$ cat config.mk
export PLATFORM = sky130hd
export DESIGN_NAME = note_step_sequencer
export DESIGN_NICKNAME = d
export VERILOG_FILES = /design/src/rtl/note_step_sequencer.sv
export SDC_FILE = /design/constraint.sdc
export NUM_CORES = 1
export LEC_CHECK = 0
export ABC_CLOCK_PERIOD_IN_PS = 3300
export CAP_MARGIN = 20
export CORE_ASPECT_RATIO = 1.1
export CORE_MARGIN = 2
export CORE_UTILIZATION = 50
export DETAILED_ROUTE_END_ITERATION = 10
export GPL_ROUTABILITY_DRIVEN = 0
export PLACE_DENSITY = 0.73
export SYNTH_ARGS = -nofsm -noshare
export SYNTH_HDL_FRONTEND = slang
export SYNTH_SLANG_ARGS = --single-unit
$ cat constraint.sdc
create_clock -name clk -period 3.3 [get_ports clk]
set_clock_uncertainty 0.05 [all_clocks]
set_input_delay 0.495 -clock clk [delete_from_list [all_inputs] [get_ports clk]]
set_output_delay 0.495 -clock clk [all_outputs]
set_load 0.05 [all_outputs]
$ cat src/rtl/note_step_sequencer.sv
// Step sequencer: loops through NUM_STEPS stored 4-bit note codes at a programmable tempo,
// inserting a REST articulation gap at the end of each step when gate_ticks < step_ticks.
module note_step_sequencer #(
   parameter int NUM_STEPS = 8,
   parameter int IDX_W     = $clog2(NUM_STEPS)
) (
   input  logic             clk,
   input  logic             rst_n,
   input  logic             play,
   input  logic             wr_en,
   input  logic [IDX_W-1:0] wr_addr,
   input  logic [3:0]       wr_note,
   input  logic [23:0]      step_ticks,
   input  logic [23:0]      gate_ticks,
   output logic [3:0]       note,
   output logic [IDX_W-1:0] step_idx,
   output logic             step_pulse,
   output logic             playing
);

   localparam logic [3:0] REST = 4'hF;

   typedef enum logic [1:0] {IDLE, SOUND, GAP} state_t;

   state_t           state, state_nxt;
   logic [3:0]       mem [NUM_STEPS];
   logic [23:0]      tcnt, tcnt_nxt;
   logic [23:0]      step_last, gate_last;
   logic [3:0]       note_nxt, note_first, note_adv;
   logic [IDX_W-1:0] idx_nxt, idx_inc;
   logic             pulse_nxt;
   logic             advance, gap_en, gap_hit;

   always_ff @(posedge clk or negedge rst_n) begin
      if (!rst_n) begin
         mem <= '{default: REST};
      end else if (wr_en) begin
         mem[wr_addr] <= wr_note;
      end
   end

   // Live >= compares so a mid-step tempo cut advances at once instead of wrapping tcnt.
   always_comb begin
      step_last  = (step_ticks == '0) ? '0 : step_ticks - 24'd1;
      gate_last  = gate_ticks - 24'd1;
      advance    = (tcnt >= step_last);
      gap_en     = (gate_ticks != '0) && (gate_ticks < step_ticks);
      gap_hit    = gap_en && (tcnt >= gate_last);
      idx_inc    = step_idx + IDX_W'(1);
      // Write-first bypass for the step being entered on this edge.
      note_first = (wr_en && (wr_addr == '0)) ? wr_note : mem[0];
      note_adv   = (wr_en && (wr_addr == idx_inc)) ? wr_note : mem[idx_inc];
   end

   always_ff @(posedge clk or negedge rst_n) begin
      if (!rst_n) begin
         state      <= IDLE;
         tcnt       <= '0;
         note       <= REST;
         step_idx   <= '0;
         step_pulse <= 1'b0;
      end else begin
         state      <= state_nxt;
         tcnt       <= tcnt_nxt;
         note       <= note_nxt;
         step_idx   <= idx_nxt;
         step_pulse <= pulse_nxt;
      end
   end

   always_comb begin
      state_nxt = state;
      case (state)
         IDLE: begin
            if (play) state_nxt = SOUND;
         end
         SOUND, GAP: begin
            if (!play)                          state_nxt = IDLE;
            else if (advance)                   state_nxt = SOUND;
            else if ((state == SOUND) && gap_hit) state_nxt = GAP;
         end
         default: state_nxt = IDLE;
      endcase
   end

   always_comb begin
      tcnt_nxt  = tcnt + 24'd1;
      note_nxt  = note;
      idx_nxt   = step_idx;
      pulse_nxt = 1'b0;
      if ((state == IDLE) || !play) begin
         tcnt_nxt = '0;
         note_nxt = REST;
         idx_nxt  = '0;
         if ((state == IDLE) && play) begin
            note_nxt  = note_first;
            pulse_nxt = 1'b1;
         end
      end else if (advance) begin
         tcnt_nxt  = '0;
         idx_nxt   = idx_inc;
         note_nxt  = note_adv;
         pulse_nxt = 1'b1;
      end else if ((state == SOUND) && gap_hit) begin
         note_nxt = REST;
      end
   end

   assign playing = (state != IDLE);

endmodule

Yosys cells after proc, flatten, opt, wreduce, memory -nomap -nowiden
Cells that the tools add are included.
- bits in registers: 66
- output and inout port bits: 9
- logic and storage cells: 73
- multiplexer cells: 25
- reductions and logical operators: 18
- $lt $le $gt $ge: 6
- $add $sub $neg: 4
- equality and inequality tests: 5
- bitwise logic cells: 2
- operators with widths (operator ; count):
    $mux W24 ; 3
    $ge A24 B24 Y1 ; 2
    $sub A24 B1 Y24 const B ; 2
    $mux W4 ; 9
    $bwmux W32 ; 1
    $add A24 B1 Y24 const B ; 1
    $logic_not A24 Y1 ; 1
    $lt A24 B24 Y1 ; 1
    $reduce_bool A24 Y1 ; 1
    $bmux W4 S3 ; 1
    $demux W4 S3 ; 1
    $ge A4 B4 Y1 const B ; 2
    $mux W2 ; 4
    $not A3 Y4 ; 2
    $logic_and A1 B1 Y1 ; 7
    $mux W3 ; 2
    $lt A4 B1 Y1 const B ; 1
    $ne A4 B4 Y1 const B ; 1
    $pmux W2 S2 ; 1
    $reduce_bool A2 Y1 ; 2
    $add A3 B1 Y3 const B ; 1
    $eq A3 B3 Y1 ; 1
    $logic_not A3 Y1 ; 1
    $mux W1 ; 3
    other kinds (9) ; 9

Longest topological paths before layout
Gate-level depths: netlist (run 1).
- word-level depth: 8
- depth in mapped cells: 17
- depth with buffers taken out: 16

Least setup slack after synthesis (run 1)
Ideal clock, no wire load.
- path type: input to register
- start point: input port step_ticks[5]
- end point: register state[0]
- arrival time: 3.832 ns
- cell stages on the path: 16
- library setup time: 0.125 ns
- slack: -0.707 ns
- buffers on the path: 1
- path through: nor4_1 -> nand2_1 -> nor4_1 -> and2_1 -> nand2_1 -> xnor2_1 -> nand2_1 -> ha_1 -> nand4_1 -> nor3_1 -> inv_1 -> a2111oi_0 -> clkbuf_1 -> o32ai_1 -> o21ai_2 -> mux2_4
- longest elaborated chain between the ends: 6
- elaborated cells on any way between the ends: 13
- those cells by class: 1 x add/sub; 2 x order compare; 1 x eq/ne; 4 x mux; 5 x reduce/logical
- ends and longest elaborated chain (what ; line ; text):
    start: declaration ; 13 ; input logic [23:0] step_ticks,
    $sub A24 B1 Y24, or another cell as far along ; 44 ; step_last = (step_ticks == '0) ? '0 : step_ticks - 24'd1;
    $mux W24 or $logic_and A1 B1 Y1 (tied branches) ; 44, 47 ;
    $ge A24 B24 Y1 or $logic_and A1 B1 Y1 (tied branches) ; 46, 48 ;
    $mux W2 or $logic_and A1 B1 Y1 (tied branches) ; 79, 80 ;
    $mux W2 or $ne A4 B4 Y1 (tied branches) ; - ;
    $pmux W2 S2 or $reduce_and A2 Y1 (tied branches) ; - ;
    end signal: assignment ; 63 ; state <= state_nxt;
    end: declaration ; 25 ; state_t state, state_nxt;
Parallel ways exist; a longest one is shown, timed or not.
A chain may end at the register's enable or synchronous reset.

Worst setup path after layout (run 1)
- start point: input port gate_ticks[3]
- end point: register state[0]
- longest elaborated chain between the ends: 6
- elaborated cells on any way between the ends: 9
- those cells by class: 1 x add/sub; 2 x order compare; 1 x eq/ne; 5 x reduce/logical
- ends and longest elaborated chain (what ; line ; text):
    start: declaration ; 14 ; input logic [23:0] gate_ticks,
    $sub A24 B1 Y24, or another cell as far along ; 45 ; gate_last = gate_ticks - 24'd1;
    $ge A24 B24 Y1 or $logic_and A1 B1 Y1 (tied branches) ; 48, 47 ;
    $logic_and A1 B1 Y1 (*) ; 48 ; gap_hit = gap_en && (tcnt >= gate_last);
    $logic_and A1 B1 Y1 (*) ; 80 ; else if ((state == SOUND) && gap_hit) state_nxt = GAP;
    $ne A4 B4 Y1 (no source line) (*) ; - ;
    $reduce_and A2 Y1 (no source line) (*) ; - ;
Mark *: on every way between the ends. The rest lies on a longest branch, timed or not.

==> metrics.yaml, run 1 <==
nets: 956
root_buffer: "clkbuf_16"
place.detailed.hpwl_um: 11600
r2r_start: "tcnt[9]$_DFF_PN0_"
maxSlewHeadroom_pct: 52.7
fin_crit_ns: 3.51
cts_max_path_buffers: 2
path_class: "in -> reg"
crit_path_end_kind: "flop"
syn_area_mm2: 0.00572
startpoint: "gate_ticks[3]"
async_reset_ff_share_pct: 100
syn_avg_cell_area_um2: 9.33
irDropWorstVdd_mv: 0.365
synth_area_leaders: "ha_1, dfstp_2, dfrtp_1"
start_util_pct: 51.7
worst_slew_pin_slew_ns: 0.704
synth_top_flop_cell: "dfstp_2"
numCtsBuffers: 9
critPathCapture: "state[0]$_DFFE_PN0P_"
yosysMostFrequentCell: "ha_1"
violations: "negative setup slack"
n_antenna_cell: 0
syn_nets: 751
grt_pass1_vias: 5850
critPathSlowestCell: "or4_4"
postSynthCellCount: 613
overflow: 0
grt_pass1_wl_um: 27600
clk_pin_slew_worst_paths_ns: 0.05
port_buffers: 67
htreeDepth: 3
dieWidth_um: 106
hold_path_class: "in -> async"
crit_cells: 14
die_h_um: 116
reg2reg_slack_ns: 0.70
hold_slack_ns: 0.149
viasPerCell: 5.63
seq_area_frac_synth_pct: 29.7
detail_route.iter0.violations: 244
ant_nets: 0
area_growth_syn_to_layout_pct: 48.7
rows: 40
path_buf_inv: 2
synth.distinct_cells: 50
crit_chain: "buf_2, buf_4, or3b_4, or4_4, or4_4, xor2_1, ha_1, nand4_1, nor4_2, o211ai_1, o211ai_1, a21oi_2, o21ai_2, mux2_4"
ff2ff_path_depth: 8
wl_per_cell_um: 17.3
vias: 5459
totalWireLength_um: 16800
fillers: 685
reg2reg_to: "note[1]$_DFFE_PN1P_"
cts_hold_buf: 0
fmax_mhz: 285
core_mm2: 0.0111
leakagePower_nw: 3.80
status: "finished, violations left"
cpPeakStageDelay_ns: 0.46
synth-edff-count: 0
antenna_found_initial: 0
final_area_mm2: 0.00850
die_area_mm2: 0.0123
yosysTopAreaCell: "ha_1"
grt_max_degree: 38
required_ns: 3.46
layout-drive-gt1-share_pct: 41.7
setup_ws_ns: -0.215
crit_family: "simple AND/OR/NAND/NOR gates"
boundaryPins: 68
clock_latency_ns: 0.33
synthTopCellsByCount: "ha_1, nand2_1, nor2_1, xnor2_1, dfstp_2"
synth_warnings: 0
clock-sinks: 66
powerDensity_mw_per_mm2: 370
yosysTopAreaCellShare_pct: 17.3
utilization_pct: 76.9
slew_violations: 0
drc_errors: 0
setup_viol: 34
cap_violations: 0
cts_tree: "built"
crit_fanout: 3
fin_crit_sh_pct: 107
dpl_cell_area_mm2: 0.00737
track_usage_pct: 28.2
drt_first_pass_iters: 4
start_kind: "primary input"
arrival_ns: 3.68
finalHoldViolCount: 0
rsz0062_at_grt: "yes"
ys_ff_latch: 66
==> report_power, final <==
group,internal [W],switching (W),total (W)
clock,0.000625,0.000332,0.000957
combinational,0.000523,0.000556,0.00108
sequential,0.00102,0.0000891,0.00111
total,0.00217,0.000977,0.00314
==> per-layer routing <==
metal	part of all wire, %	GRT usage [%]
met1	41	31.9
met2	53	54.5
met3	3.4	4.07
met4	2.3	9.74
met5	0	0
==> sequential cells by signal, summed over array words and instances, names as in the netlist <==
name,cells
mem,32
tcnt,24
note,4
step_idx,3
state,2
step_pulse,1
==> cells by family after synthesis <==
logic type / Yosys count / synth area share, %
multiplexers: 46 / 10.6
XOR/XNOR: 70 / 10.7
AND/OR/NAND/NOR: 223 / 19.3
adder cells (fa/ha/maj): 79 / 17.3
AO/OA/AOI/OAI: 82 / 9.34
buffers and inverters: 47 / 3.11
flip-flops: 66 / 29.7
==> timing repair <==
action	CTS	global route
pin swaps	58	21
gates resized for setup	166	24
buffers inserted	43	3
cloned	2	0
endpoints found under the setup margin	34	34
==> metrics by stage <==
step	std cells	power, W	TNS, ns	worst slack, ns
3_3_place_gp	910	0.00204	-31.53	-1.08
4_1_cts	969	0.00312	-1.30	-0.219
6_report	970	0.00314	-4.39	-0.215
2_1_floorplan	613	0.00169	-1.75	-0.275
5_1_grt	970	0.00330	-7.69	-0.311
3_5_place_dp	910	0.00209	-34.18	-1.13
==> how the worst min path moves through the flow <==
stage,from,depth (start not counted),to
6_report,rst_n,1,tcnt[5]$_DFF_PN0_
5_1_grt,rst_n,1,step_idx[2]$_DFFE_PN0P_
4_1_cts,rst_n,1,tcnt[5]$_DFF_PN0_
3_5_place_dp,tcnt[0]$_DFF_PN0_,1,tcnt[0]$_DFF_PN0_
3_3_place_gp,rst_n,1,tcnt[5]$_DFF_PN0_
2_1_floorplan,rst_n,0,state[0]$_DFFE_PN0P_
==> cell usage in the layout (no fill, tap or decap), drive strengths merged, types with 5 or more instances in the layout <==
| cell | instances |
|---|---|
| buf | 150 |
| nand2b | 6 |
| o21ai | 20 |
| o211ai | 8 |
| nand3 | 21 |
| mux2i | 5 |
| inv | 34 |
| ha | 79 |
| and3 | 8 |
| and2 | 5 |
| mux2 | 33 |
| a21o | 6 |
| nand4 | 16 |
| dlygate4sd2 | 11 |
| a21oi | 28 |
| or4 | 7 |
| xnor2 | 43 |
| dfrtp | 30 |
| dfstp | 36 |
| nand2 | 70 |
| nor3 | 20 |
| nor4 | 7 |
| clkdlybuf4s50 | 37 |
| xor2 | 27 |
| nor2 | 49 |
| clkbuf | 19 |
| mux4 | 8 |
| o221a | 5 |
==> area by class of cell <==
class / instances / area [um2] / share of cell area [%]
inverter: 35 / 146 / 1.72
sequential: 66 / 1700 / 20.0
tap: 147 / 184 / 2.16
clock buffer: 14 / 264 / 3.10
timing repair buffer: 206 / 1740 / 20.5
multi-input combinational: 500 / 4440 / 52.2
clock inverter: 2 / 35.0 / 0.412
No activity file was read; power rests on OpenSTA's default activity.
==> run 2: changes to the inputs <==
--- a/config.mk
+++ b/config.mk
@@ -5,14 +5,15 @@
 export SDC_FILE = /design/constraint.sdc
 export NUM_CORES = 1
 export LEC_CHECK = 0
+export ABC_AREA = 1
 export ABC_CLOCK_PERIOD_IN_PS = 3300
 export CAP_MARGIN = 20
 export CORE_ASPECT_RATIO = 1.1
 export CORE_MARGIN = 2
-export CORE_UTILIZATION = 50
+export CORE_UTILIZATION = 55
 export DETAILED_ROUTE_END_ITERATION = 10
 export GPL_ROUTABILITY_DRIVEN = 0
-export PLACE_DENSITY = 0.73
+export PLACE_DENSITY = 0.78
 export SYNTH_ARGS = -nofsm -noshare
 export SYNTH_HDL_FRONTEND = slang
 export SYNTH_SLANG_ARGS = --single-unit
==> run 2 against run 1 <==
Compared with the run above: the run now ends clean; register-to-register slack better by 0.30 ns; sequential cell count unchanged; sequential power is essentially flat; power increased by 2.4%; maximum frequency grew 10%; critical path type unchanged; non-clock buffer count down 29; synthesized area is 11% higher; clock power increased by 17%; worst hold slack worse by 0.064 ns; core utilization shrank 1.0 points; routed wire length is 5.4% higher; final cell count increased by 27%.
==> metrics.yaml, run 2 <==
syn_avg_cell_area_um2: 7.06  # was 9.33 um2
fin_crit_sh_pct: 96.7  # was 107%
crit_fanout: 6  # was 3
yosysTopAreaCell: "ha_1"  # unchanged
reg2reg_slack_ns: 1.00  # was 0.70 ns
cts_hold_buf: 0  # unchanged
postSynthCellCount: 900  # was 613
place.detailed.hpwl_um: 13800  # was 11600 um
track_usage_pct: 27.7  # was 28.2%
slew_violations: 0  # unchanged
drc_errors: 0  # unchanged
max_flop_register: "mem"  # unchanged
clock_latency_ns: 0.33  # about the same
start_util_pct: 55.8  # was 51.7%
core_mm2: 0.0114  # was 0.0111 mm2
fin_crit_ns: 3.19  # was 3.51 ns
drt_first_pass_iters: 5  # was 4
layout_common_cells: "nand2_1, buf_4, nor2_1"  # was buf_4, ha_1, nand2_1
synth_top_flop_cell: "dfstp_2"  # unchanged
hold_slack_ns: 0.0850  # was 0.149 ns
async_reset_ff_share_pct: 100  # unchanged
n_antenna_cell: 0  # unchanged
root_buffer: "clkbuf_16"  # unchanged
setup_viol: 0  # was 34
grt_pass1_vias: 6212  # was 5850
die_area_mm2: 0.0124  # was 0.0123 mm2
area_growth_syn_to_layout_pct: 35.9  # was 48.7%
status: "finished clean"  # was finished, violations left
overflow: 0  # unchanged
largestRegisters: "mem: 32 flops, tcnt: 24 flops, note: 4 flops"  # unchanged
dpl_cell_area_mm2: 0.00791  # was 0.00737 mm2
maxSlewHeadroom_pct: 42.3  # was 52.7%
ff2ff_path_depth: 10  # was 8
required_ns: 3.47  # was 3.46 ns
crit_path_end_kind: "flop"  # unchanged
dieWidth_um: 106  # about the same
ys_ff_latch: 66  # unchanged
synth-edff-count: 0  # unchanged
cts_tree: "built"  # unchanged
final_area_mm2: 0.00864  # was 0.00850 mm2
boundaryPins: 68  # unchanged
synth_warnings: 0  # unchanged
fmax_mhz: 313  # was 285 MHz
finalSetupTns_ns: 0  # was -4.39 ns
rows: 41  # was 40
grt_pass1_wl_um: 27400  # was 27600 um
nets: 1217  # was 956
detail_route.iter0.violations: 350  # was 244
cap_violations: 0  # unchanged
fillers: 848  # was 685
reg2reg_to: "note[0]$_DFFE_PN1P_"  # was note[1]$_DFFE_PN1P_
numCtsBuffers: 9  # unchanged
layout-drive-gt1-share_pct: 24.1  # was 41.7%
leakagePower_nw: 4.42  # was 3.80 nW
finalHoldViolCount: 0  # unchanged
arrival_ns: 3.36  # was 3.68 ns
yosysTopAreaCellShare_pct: 15.6  # was 17.3%
clock-sinks: 66  # unchanged
ff_latch_area_mm2: 0.00170  # unchanged
syn_area_mm2: 0.00635  # was 0.00572 mm2
powerDensity_mw_per_mm2: 373  # was 370 mW/mm2
seq_area_frac_synth_pct: 26.7  # was 29.7%
grt_max_degree: 27  # was 38
synth.distinct_cells: 46  # was 50
path_class: "in -> reg"  # unchanged
htreeDepth: 3  # unchanged
antenna_found_initial: 0  # unchanged
worst_slew_pin_slew_ns: 0.859  # was 0.704 ns
power_w: 0.00322  # was 0.00314 W
ant_nets: 0  # unchanged
port_buffers: 67  # unchanged
wl_per_cell_um: 14.4  # was 17.3 um
vias: 6555  # was 5459
totalWireLength_um: 17700  # was 16800 um
largest_reg_flops: 32  # unchanged
viasPerCell: 5.31  # was 5.63
start_kind: "primary input"  # unchanged
irDropWorstVdd_mv: 0.386  # was 0.365 mV
yosysMostFrequentCell: "nand2_1"  # was ha_1
r2r_start: "step_idx[0]$_DFFE_PN0P_"  # was tcnt[9]$_DFF_PN0_
hold_path_class: "in -> async"  # unchanged
die_h_um: 117  # was 116 um
synthTopCellsByCount: "nand2_1, nor2_1, inv_1, ha_1, o21ai_0"  # was ha_1, nand2_1, nor2_1, xnor2_1, dfstp_2
multiInputGateArea_mm2: 0.00442  # was 0.00444 mm2
clk_pin_slew_worst_paths_ns: 0.05  # about the same
syn_nets: 1038  # was 751
synth_area_leaders: "ha_1, dfstp_2, nand2_1"  # was ha_1, dfstp_2, dfrtp_1
final_common_cell: "nand2_1"  # was buf_4
cts_max_path_buffers: 2  # unchanged
[run 2: cell count changes after synthesis, sizes merged, moves of 36 or more]
cell	change
o21ai	+43
nor2	+86
xnor2	-36
inv	+77
nand2	+156
nand3	+39
[run 2: area by class of cell]
| class | count | share of cell area (%) |
|---|---|---|
| sequential | 66 | 19.6 |
| multi-input combinational | 713 | 51.2 |
| inverter | 112 | 4.90 |
| clock inverter | 5 | 1.16 |
| tap | 150 | 2.17 |
| timing repair buffer | 177 | 18.0 |
| clock buffer | 11 | 2.93 |
[run 2: how the worst max path moves through the flow]
stage	start	to	slack (ns)	cells past startpoint
3_5_place_dp	step_ticks[9]	note[1]$_DFFE_PN1P_	-0.49	24
4_1_cts	step_ticks[0]	tcnt[4]$_DFF_PN0_	-0.009	22
3_3_place_gp	step_ticks[9]	note[1]$_DFFE_PN1P_	-0.34	24
5_1_grt	step_ticks[7]	tcnt[2]$_DFF_PN0_	-0.07	23
6_report	gate_ticks[14]	state[0]$_DFFE_PN0P_	0.11	18
2_1_floorplan	step_ticks[1]	note[0]$_DFFE_PN1P_	0.30	21
[run 2: kinds of logic after synthesis]
logic type                 after synthesis  synth area share, %
AOI/OAI and AO/OA                      124                 10.7
xor gates and xnor gates                35                 5.06
adders and majority gates               79                 15.6
buffers and inverters                  121                 7.46
DFF                                     66                 26.7
and+or+nand+nor                        475                 34.5
[run 2: per-stage QoR]
step                      instances  util (%)  setup WS, ns
after floorplan                 900         -         0.299
after global placement         1208      69.4        -0.342
after detailed placement       1208      69.4        -0.495
after CTS                      1224      72.6      -0.00928
after global routing           1234      75.9       -0.0720
final                          1234      75.9         0.109
[run 2: timing repair]
item	CTS	global route
endpoints found under the setup margin	22	34
pin swaps	3	41
endpoints found under the hold margin	0	0
gates resized for setup	10	81
setup buffers	0	11
[run 2: routing by layer]
layer | track usage, % | vias up | wire (um)
li1 | - | 3322 | -
met1 | 32.6 | 2988 | 7380
met2 | 50.5 | 194 | 8910
met3 | 2.85 | 51 | 636
met4 | 14.0 | 0 | 803
met5 | 0 | - | 0
[run 2: worst max-delay path: stages]
cell             delay (ns)
clkdlybuf4s50_1        0.46
or2_1                  0.26
nor2_1                 0.19
nand3_4                0.12
buf_4                  0.16
nor2_4                 0.10
xor2_2                 0.15
inv_1                  0.05
ha_1                   0.28
nand4_1                0.20
nor3_2                 0.27
nand2_1                0.08
nand4_1                0.14
nand2_4                0.11
nand2_4                0.10
nand2_2                0.06
nand2_1                0.06
nand2_1                0.05
[run 2: power by group]
part	switching, W	internal (W)	leakage (nW)
Clock	0.000342	0.000776	0.176
Sequential	0.0000879	0.00100	0.792
Combinational	0.000610	0.000403	3.45
